[src/rtl/updown_dir_if.sv]
// Link between the direction controller and the up/down counter it steers.
// master = direction controller, slave = counter.
interface updown_dir_if #(
  parameter int WIDTH = 6
);
  logic [WIDTH-1:0] Count;
  logic             UpOrDown;
  logic             turn;

  modport master (input Count, output UpOrDown, output turn);
  modport slave  (output Count, input UpOrDown, input turn);
endinterface

[src/rtl/updown_dir_ctrl.sv]
// Direction controller for the up/down counter: debounced button toggle (MANUAL)
// or LO/HI ping-pong (AUTO). All outputs are registered.
module updown_dir_ctrl #(
  parameter int WIDTH      = 6,
  parameter int LO         = 5,
  parameter int HI         = 40,
  parameter int DEB_CYCLES = 4
) (
  input  logic          Clk,
  input  logic          reset,
  input  logic          mode,
  input  logic          btn_raw,
  updown_dir_if.master  bus
);
  localparam int CW = (DEB_CYCLES > 2) ? $clog2(DEB_CYCLES) : 1;
  localparam logic [CW-1:0]    DEB_LAST = CW'(DEB_CYCLES - 1);
  localparam logic [WIDTH-1:0] HI_M1    = WIDTH'(HI - 1);
  localparam logic [WIDTH-1:0] LO_P1    = WIDTH'(LO + 1);

  typedef enum logic {DN = 1'b0, UP = 1'b1} dir_t;

  logic          s1, s2, deb, turn_q, press;
  logic [CW-1:0] cnt;
  dir_t          dir, dir_nxt;

  // deb rises on exactly this edge; releases never qualify
  assign press = s2 & ~deb & (cnt == DEB_LAST);

  // one-step lookahead because the counter sees the direction a cycle late
  always_comb begin
    dir_nxt = dir;
    if (mode) begin
      if (dir == UP && bus.Count >= HI_M1)      dir_nxt = DN;
      else if (dir == DN && bus.Count <= LO_P1) dir_nxt = UP;
    end else if (press) begin
      dir_nxt = (dir == UP) ? DN : UP;
    end
  end

  always_ff @(posedge Clk) begin
    if (reset) begin
      s1     <= 1'b0;
      s2     <= 1'b0;
      deb    <= 1'b0;
      cnt    <= '0;
      dir    <= UP;
      turn_q <= 1'b0;
    end else begin
      s1 <= btn_raw;
      s2 <= s1;
      if (s2 == deb) begin
        cnt <= '0;
      end else if (cnt == DEB_LAST) begin
        deb <= s2;
        cnt <= '0;
      end else begin
        cnt <= cnt + 1'b1;
      end
      dir    <= dir_nxt;
      turn_q <= (dir_nxt != dir);
    end
  end

  assign bus.UpOrDown = dir;
  assign bus.turn     = turn_q;
endmodule

[src/flat_wrapper.sv]
// flat-port wrapper written by rule: the top's interface ports become plain ports
module updown_dir_ctrl_flat 
#(
  parameter int WIDTH      = 6,
  parameter int LO         = 5,
  parameter int HI         = 40,
  parameter int DEB_CYCLES = 4
)
  (Clk, reset, mode, btn_raw, bus_Count, bus_UpOrDown, bus_turn);
  updown_dir_if #(.WIDTH(WIDTH)) bus_i ();
  input  logic Clk;
  input  logic reset;
  input  logic mode;
  input  logic btn_raw;
  input wire logic [$bits(bus_i.Count)-1:0] bus_Count;
  output wire logic [$bits(bus_i.UpOrDown)-1:0] bus_UpOrDown;
  output wire logic [$bits(bus_i.turn)-1:0] bus_turn;
  assign bus_i.Count = bus_Count;
  assign bus_UpOrDown = bus_i.UpOrDown;
  assign bus_turn = bus_i.turn;
  updown_dir_ctrl #(.WIDTH(WIDTH), .LO(LO), .HI(HI), .DEB_CYCLES(DEB_CYCLES)) u_core (.Clk(Clk), .reset(reset), .mode(mode), .btn_raw(btn_raw), .bus(bus_i));
endmodule
[config.mk]
export PLATFORM = sky130hd
export DESIGN_NAME = updown_dir_ctrl_flat
export DESIGN_NICKNAME = d
export VERILOG_FILES = /design/src/rtl/updown_dir_if.sv /design/src/rtl/updown_dir_ctrl.sv /design/src/flat_wrapper.sv
export SDC_FILE = /design/constraint.sdc
export NUM_CORES = 1
export LEC_CHECK = 0
export BUFFER_PORTS_ARGS = -buffer_cell sky130_fd_sc_hd__buf_2
export CAP_MARGIN = 20
export CORE_AREA = 5 5 42 44
export CTS_CLUSTER_SIZE = 12
export DETAILED_ROUTE_END_ITERATION = 16
export DIE_AREA = 0 0 47 49
export PLACE_DENSITY = 0.52
export REMOVE_ABC_BUFFERS = 1
export SLEW_MARGIN = 0
export SYNTH_ARGS = -nofsm -noshare
export SYNTH_HDL_FRONTEND = slang
export SYNTH_SLANG_ARGS = --single-unit
[constraint.sdc]
create_clock -name Clk -period 3.7 [get_ports Clk]
set_clock_uncertainty 0.05 [all_clocks]
set_input_delay 0 -clock Clk [delete_from_list [all_inputs] [get_ports Clk]]
set_output_delay 0 -clock Clk [all_outputs]
set_load 0.05 [all_outputs]
---- After elaboration in Yosys (flattened, before gate mapping) ----
Index checks and enable logic that the tools add are counted.
storage, ports and cells
  bits in registers ....................... 7
  input bits .............................. 10
  output and inout bits ................... 2
  logic and storage cells ................. 26
operators by class
  add/sub/neg operators ................... 1
  $lt $le $gt $ge ......................... 2
  equal/unequal tests ..................... 3
  multiplexer cells ....................... 5
  bitwise logic cells ..................... 5
  reductions and logical operators ........ 4
operators with widths
  cell                                                                    count
  6-bit >= comparator (second input constant)                             1
  6-bit by 3-bit <= comparator with 1-bit output (second input constant)  1
  1-bit 2-to-1 mux                                                        5
  1-bit inverter                                                          3
  3-bit OR reduction                                                      1
  2-bit by 1-bit adder with 2-bit output (second input constant)          1
  1-bit AND                                                               2
  2-bit == test (second input constant)                                   1
  1-bit logical AND                                                       2
  2-bit AND reduction                                                     1
  1-bit == test                                                           1
  1-bit != test                                                           1

---- Longest topological paths before layout ----
Gate-level depths: netlist (run 1).
  word-level depth ........................ 6
  gate-level depth with buffers ........... 5

---- Worst setup path after synthesis (run 1) ----
Ideal clock, no wire load.
  path type ............................... register to register
  start point ............................. register u_core.dir (netlist: u_core.bus.UpOrDown)
  end point ............................... register u_core.dir (netlist: u_core.bus.UpOrDown)
  setup time .............................. 0.122 ns
  data arrival time ....................... 1.173 ns
  data required time ...................... 3.528 ns
  setup slack ............................. 2.355 ns
  cell stages (with the launch flop) ...... 4
  path buffers ............................ 0
  clock period less this slack ............ 1.345 ns
  cell sequence ........................... dfxtp_1 > nand3b_1 > a21oi_1 > a311o_1
on the way
  cells in the longest elaborated chain, start to end .. 5
RTL lines
  item                    RTL line               source
  from (decl)             updown_dir_ctrl.sv:24  dir_t dir, dir_nxt;
  from (signal assigned)  updown_dir_ctrl.sv:59  dir <= dir_nxt;
  1-bit inverter          updown_dir_ctrl.sv:34  else if (dir == DN && bus.Count <= LO_P1) dir_nxt = UP;
  1-bit logical AND       updown_dir_ctrl.sv:34
  1-bit 2-to-1 mux        updown_dir_ctrl.sv:34
  1-bit 2-to-1 mux        updown_dir_ctrl.sv:33  if (dir == UP && bus.Count >= HI_M1) dir_nxt = DN;
  1-bit 2-to-1 mux *      updown_dir_ctrl.sv:32  if (mode) begin
Every way passes the cells marked *; elsewhere a longest branch is shown, timed or not.
A chain may end at the register's enable or synchronous reset.

---- Worst setup path after layout (run 1) ----
  start point ............................. register u_core.dir (netlist: u_core.bus.UpOrDown)
  end point ............................... register u_core.turn_q (netlist: u_core.bus.turn)
on the way
  cells in the longest elaborated chain, start to end .. 6
RTL lines
  item                  RTL line               source
  1-bit inverter        updown_dir_ctrl.sv:34
  1-bit logical AND     updown_dir_ctrl.sv:34
  1-bit 2-to-1 mux      updown_dir_ctrl.sv:34
  1-bit 2-to-1 mux      updown_dir_ctrl.sv:33
  1-bit 2-to-1 mux      updown_dir_ctrl.sv:32
  1-bit != test *       updown_dir_ctrl.sv:60  turn_q <= (dir_nxt != dir);
  to (signal assigned)  updown_dir_ctrl.sv:60
  to (decl)             updown_dir_ctrl.sv:22  logic s1, s2, deb, turn_q, press;
Marked as above.

==> results of run 1 <==
-- placed cells by master, fill, tap and decap left out, types with 2 or more instances in the layout --
| master | netlist | layout |
|---|---|---|
| buf_2 | 0 | 11 |
| dfxtp_1 | 7 | 7 |
| dlygate4sd3_1 | 0 | 5 |
| nor2b_1 | 3 | 3 |
| clkbuf_4 | 0 | 3 |
| a311o_1 | 2 | 2 |
| a21oi_1 | 2 | 2 |
| ha_1 | 2 | 2 |
-- Yosys cell counts (all sizes together) --
master,number,area [µm²]
a21oi,2,10.0
o21bai,1,7.51
nor4b,1,8.76
nor2,1,3.75
a21bo,1,10.0
nand3,1,5.00
a311oi,1,15.0
mux2i,1,10.0
or3,1,6.26
nand3b,1,7.51
dfxtp,7,140
inv,1,3.75
a311o,2,20.0
nand2,1,3.75
nor2b,3,18.8
ha,2,25.0
nor4,1,6.26
-- where the power goes --
part / switching (mW) / leakage (nW) / internal (mW) / total [mW]
combinational: 0.0126 / 0.119 / 0.0131 / 0.0257
sequential: 0.00164 / 0.0574 / 0.0783 / 0.0799
clock: 0.0276 / 0.0150 / 0.0411 / 0.0687
total: 0.0419 / 0.191 / 0.133 / 0.174
-- what timing repair did --
action / 4_1_cts / 5_1_grt
endpoints found under the hold margin: 7 / 0
endpoints found under the setup margin: 0 / 0
hold buffers: 5 / 0
-- final cells by class --
cell class / count / share of cell area
Inverter: 1 / 0.00829
Timing Repair Buffer: 16 / 0.232
Sequential cell: 7 / 0.309
Multi-Input combinational cell: 20 / 0.348
Tap cell: 16 / 0.0442
Clock buffer: 4 / 0.0580
-- tightest hold or removal path, cell delays in order --
cell and delay, ns:
buf_2 0.12, nand2_1 0.05, a311o_1 0.15
-- routing by layer --
| metal | vias to the layer above | wire, µm | GRT usage |
|---|---|---|---|
| met3 | 0 | 64 | 0.0258 |
| met5 | - | 0 | 0 |
| li1 | 146 | - | - |
| met2 | 11 | 238 | 0.0792 |
| met1 | 121 | 274 | 0.0769 |
| met4 | 0 | 0 | 0.0415 |
-- metrics by stage --
step | util | total power [mW] | area [µm²]
6_report | 0.323 | 0.174 | 453
2_1_floorplan | - | 0.0943 | 302
3_5_place_dp | 0.269 | 0.103 | 377
5_1_grt | 0.323 | 0.181 | 453
3_3_place_gp | 0.269 | 0.103 | 377
4_1_cts | 0.323 | 0.177 | 453
-- sequential cells by signal, summed over array words and instances, names as in the netlist --
name,cells
u_core.cnt,2
u_core.bus.UpOrDown,1
u_core.bus.turn,1
u_core.deb,1
u_core.s1,1
u_core.s2,1
-- how the worst max path moves through the flow --
| stage | startpoint | endpoint | slack [ns] | cells after the start |
|---|---|---|---|---|
| after floorplan | u_core.bus.UpOrDown$_SDFF_PP1_ | u_core.bus.UpOrDown$_SDFF_PP1_ | 2.35 | 3 |
| after global placement | u_core.deb$_SDFFE_PP0P_ | u_core.deb$_SDFFE_PP0P_ | 2.47 | 5 |
| after detailed placement | u_core.cnt[0]$_SDFF_PP0_ | u_core.bus.UpOrDown$_SDFF_PP1_ | 2.45 | 4 |
| after CTS | u_core.bus.UpOrDown$_SDFF_PP1_ | u_core.bus.turn$_SDFF_PP0_ | 2.07 | 3 |
| after global routing | u_core.cnt[0]$_SDFF_PP0_ | u_core.bus.turn$_SDFF_PP0_ | 1.99 | 4 |
| final | u_core.bus.UpOrDown$_SDFF_PP1_ | u_core.bus.turn$_SDFF_PP0_ | 2.07 | 3 |
-- logic make-up (layout without fill, tap and decap cells) --
group,count (synthesis),count (layout)
multiplexers,1,1
flip-flops,7,7
AO/OA/AOI/OAI,7,7
adder cells (fa/ha/maj),2,2
buffers and inverters,1,21
AND/OR/NAND/NOR,10,10
==> impl_metrics.toml, run 1 <==
[power_and_ir_drop]
pwr_density_cell_nw_per_um2 = 385
peakVddDrop_v = 0.000145
leakagePower_nw = 0.191

[finish]
final_cells = 64
n_fill_cell = 155
multi_input_area_um2 = 158
drive_gt1_frac = 0.333
area_delta_synth_final_pct = 50.2
insertedDiodeCount = 0
ff_latch_area_um2 = 140
nNetsFinal = 61

[sta]
max_freq_mhz = 613
fin_setup_tns_ns = 0
tightestPinTransition_ns = 0.225
fin_ws_ns = 2.07
hold_ws_ns = 0.0458
final.min_clock_period_ns = 1.63
period_share = 0.441
hold_viol_final = 0
final_max_slew_viol_count = 0
slew-limit-headroom = 0.848
rsz0062_at_grt = "false"
setup_viol = 0

[floorplan]
start_util = 0.215
io-pin-count = 12
core_area_um2 = 1400
rows = 14
dieArea_um2 = 2300
die_w_um = 47
die_height_um = 49

[place]
gp_congestion = 0.585
dp_cells = 55
place_ws_ns = 2.45
hpwl_um = 428
port_buffers = 11

[grt]
grt_first_pass_wirelength_um = 1040
grt_remaining_overflow = 0
grt_start_max_net_pins = 8
track_usage = 0.0606
grt_pass1_vias = 281
antenna_found_initial = 0

[yosys]
syn_inst = 28
mappedNetlistArea_um2 = 302
avgSynthCellArea_um2 = 10.8
synth_xor_area_frac = 0
synth_top_family_by_area = "compound AO/OA/AOI/OAI gates"
yosys_warnings = 0
synth-simple-area-share = 0.199
synthAdderAreaFrac = 0.0830
yosysUniqueCellTypes = 17
seq_area_frac_synth = 0.465
synth-compound-area-share = 0.207
synthMuxAreaShare = 0.0332
ys_ff_latch = 7

[min_path]
hp-start = "bus_Count[5]"
whs_path_depth = 3
worst_hold_path_type = "in -> reg"
min_to = "u_core.bus.UpOrDown$_SDFF_PP1_"

[clock_network]
insertion_delay_ns = 0.25
cts_sinks = 7
ctsHtreeMaxLevel = 1
cts_tree = "built"
ctsResizeCount = 0
cts_buffers = 3
clk_pin_slew_ns = 0.05
cts_setup_buffers = 0
clk_path_buf_depth = 2
root_buffer = "clkbuf_4"

[worst_setup_path]
worst_setup_path_start_kind = "register"
cp_num_buf_inv = 1
cpPeakStageDelay_ns = 0.57
r2r-start = "u_core.bus.UpOrDown$_SDFF_PP1_"
reg2regPathDepth = 3
r2r-end = "u_core.bus.turn$_SDFF_PP0_"
endpoint_kind = "register"
path_class = "reg -> reg"
crit_chain = "or3_1 > a311oi_2 > dlygate4sd3_1"
cp_max_fo = 6
rrSetupSlack_ns = 2.07
critPathArrivalTime_ns = 1.77
critPathTopFamily = "buffers and inverters"
critPathSlowestCell = "dlygate4sd3_1"
required_ns = 3.84

[detailed_routing]
via_per_inst = 4.34
drt.antenna.violating_nets = 0
wl_per_cell_um = 9.02
first_pass_iters = 1
routed_wl_um = 577
dr.first_iter.drc_count = 0
vias = 278
drc = 0

[flow_run]
cap_violations = 0

[status]
outcome = "finished, final reports clean"
No activity file was read; power rests on OpenSTA's default activity.
==> run 2, diff against run 1 <==
==> constraint.sdc (replaced) <==
create_clock -name Clk -period 1.6 [get_ports Clk]
set_clock_uncertainty 0.05 [all_clocks]
set_input_delay 0 -clock Clk [delete_from_list [all_inputs] [get_ports Clk]]
set_output_delay 0 -clock Clk [all_outputs]
set_load 0.05 [all_outputs]
==> run 2 against run 1 <==
Against the previous run: clock power is 130% higher; global-route usage is 0.22 points higher; flip-flop and latch count stayed put; cell count is 1.6% lower; critical path type unchanged; critical endpoint is now u_core.bus.UpOrDown$_SDFF_PP1_; largest power group unchanged; highest routed layer unchanged.
==> impl_metrics.toml, run 2 (synthesis results as in run 1) <==
[status]
outcome = "finished, final reports clean"

[sta]
rsz0062_at_grt = "false"
tightestPinTransition_ns = 0.249
setup_viol = 0
slew-limit-headroom = 0.835
max_freq_mhz = 791
hold_viol_final = 0
final.min_clock_period_ns = 1.26
period_share = 0.790
fin_setup_tns_ns = 0
final_max_slew_viol_count = 0

[floorplan]
rows = 14
start_util = 0.215
die_height_um = 49
io-pin-count = 12
dieArea_um2 = 2300
die_w_um = 47
core_area_um2 = 1400

[worst_setup_path]
cpPeakStageDelay_ns = 0.33
r2r-start = "u_core.cnt[0]$_SDFF_PP0_"
critPathSlowestCell = "dfxtp_1"
cp_num_buf_inv = 0
endpoint_kind = "register"
r2r-end = "u_core.bus.UpOrDown$_SDFF_PP1_"
critPathTopFamily = "compound AO/OA/AOI/OAI gates"
cp_max_fo = 6
path_class = "reg -> reg"
worst_setup_path_start_kind = "register"
required_ns = 1.68
critPathArrivalTime_ns = 1.35
reg2regPathDepth = 4
crit_start = "u_core.cnt[0]$_SDFF_PP0_"
rrSetupSlack_ns = 0.34
crit_chain = "ha_1 > a21bo_2 > a21oi_1 > a311o_1"

[clock_network]
cts_sinks = 7
clk_pin_slew_ns = 0.05
insertion_delay_ns = 0.25
hold_buffers = 4
clk_path_buf_depth = 2
cts_buffers = 3
cts_tree = "built"
cts_setup_buffers = 0
ctsHtreeMaxLevel = 1
root_buffer = "clkbuf_4"
ctsResizeCount = 0

[detailed_routing]
drc = 0
vias = 272
first_pass_iters = 2
dr.first_iter.drc_count = 2
wl_per_cell_um = 9.06
via_per_inst = 4.32
drt.antenna.violating_nets = 0
routed_wl_um = 571

[min_path]
min_to = "u_core.bus.UpOrDown$_SDFF_PP1_"
hp-start = "bus_Count[5]"
whs_path_depth = 3
worst_hold_path_type = "in -> reg"

[finish]
n_fill_cell = 152
top_register = "u_core.cnt"
layout_common_cells = "buf_2, dfxtp_1, dlygate4sd3_1"
ff_latch_area_um2 = 140
insertedDiodeCount = 0
area_delta_synth_final_pct = 46.9
drive_gt1_frac = 0.340
nNetsFinal = 60
fin_util = 0.316
largest_reg_flops = 2
layout_commonest_cell = "buf_2"
multi_input_area_um2 = 158

[power_and_ir_drop]
peakVddDrop_v = 0.000444
leakagePower_nw = 0.185
combPwrFrac = 0.144
pwr_density_cell_nw_per_um2 = 902
clkPwrFrac = 0.393
seqPwrFrac = 0.463
intPower_uw = 305
switching_share = 0.237
switchingPower_uw = 94.8

[place]
hpwl_um = 449
port_buffers = 11
gp_congestion = 0.626

[flow_run]
cap_violations = 0

[grt]
grt_first_pass_wirelength_um = 1020
grt_remaining_overflow = 0
grt_start_max_net_pins = 8
grt_pass1_vias = 263
antenna_found_initial = 0
track_usage = 0.0628
-- run 2: cell types whose count changed in the layout (fill, tap and decap cells not counted), sizes merged --
| cell | change |
|---|---|
| dlygate4sd3 | -1 |
-- run 2: layout make-up --
cell class                      count  area share
Multi-Input combinational cell     20       0.356
Clock buffer                        4      0.0593
Timing Repair Buffer               15       0.215
Sequential cell                     7       0.316
Tap cell                           16      0.0452
Inverter                            1     0.00847
-- run 2: worst max path at each step --
stage / endpoint / slack, ns / cells after the start
4_1_cts: u_core.bus.UpOrDown$_SDFF_PP1_ / 0.33 / 4
6_report: u_core.bus.UpOrDown$_SDFF_PP1_ / 0.34 / 4
3_5_place_dp: u_core.bus.UpOrDown$_SDFF_PP1_ / 0.35 / 4
2_1_floorplan: u_core.bus.UpOrDown$_SDFF_PP1_ / 0.25 / 3
3_3_place_gp: u_core.bus.UpOrDown$_SDFF_PP1_ / 0.34 / 4
5_1_grt: u_core.deb$_SDFFE_PP0P_ / 0.26 / 5
-- run 2: routing by layer --
metal	part of all wire	track usage	vias up	wire length (µm)
met1	0.50	0.0817	117	288
met4	0	0.0553	0	0
met2	0.40	0.0701	11	227
li1	-	-	144	-
met3	0.096	0.0332	0	55
met5	0	0	-	0
-- run 2: per-stage QoR --
step | worst slack, ns | power [mW] | instance area, µm² | cells | hold slack (ns)
floorplan | 0.255 | 0.218 | 302 | 28 | 0.0179
global placement | 0.337 | 0.238 | 377 | 55 | 0.161
detailed placement | 0.345 | 0.239 | 377 | 55 | 0.165
CTS | 0.330 | 0.405 | 443 | 63 | 0.0498
global route | 0.265 | 0.421 | 443 | 63 | 0.0583
finish | 0.336 | 0.400 | 443 | 63 | 0.0523
-- run 2: power groups by stage --
stage	Combinational [mW]	Sequential [mW]	Clock (mW)
CTS	0.0583	0.185	0.162
detailed placement	0.0508	0.189	0
global placement	0.0500	0.188	0
finish	0.0577	0.185	0.157
floorplan	0.0183	0.200	0
global route	0.0633	0.185	0.173
-- run 2: worst min-delay path, stage by stage --
cell and delay [ns]:
buf_2 0.12, nand2_1 0.05, a311o_1 0.15
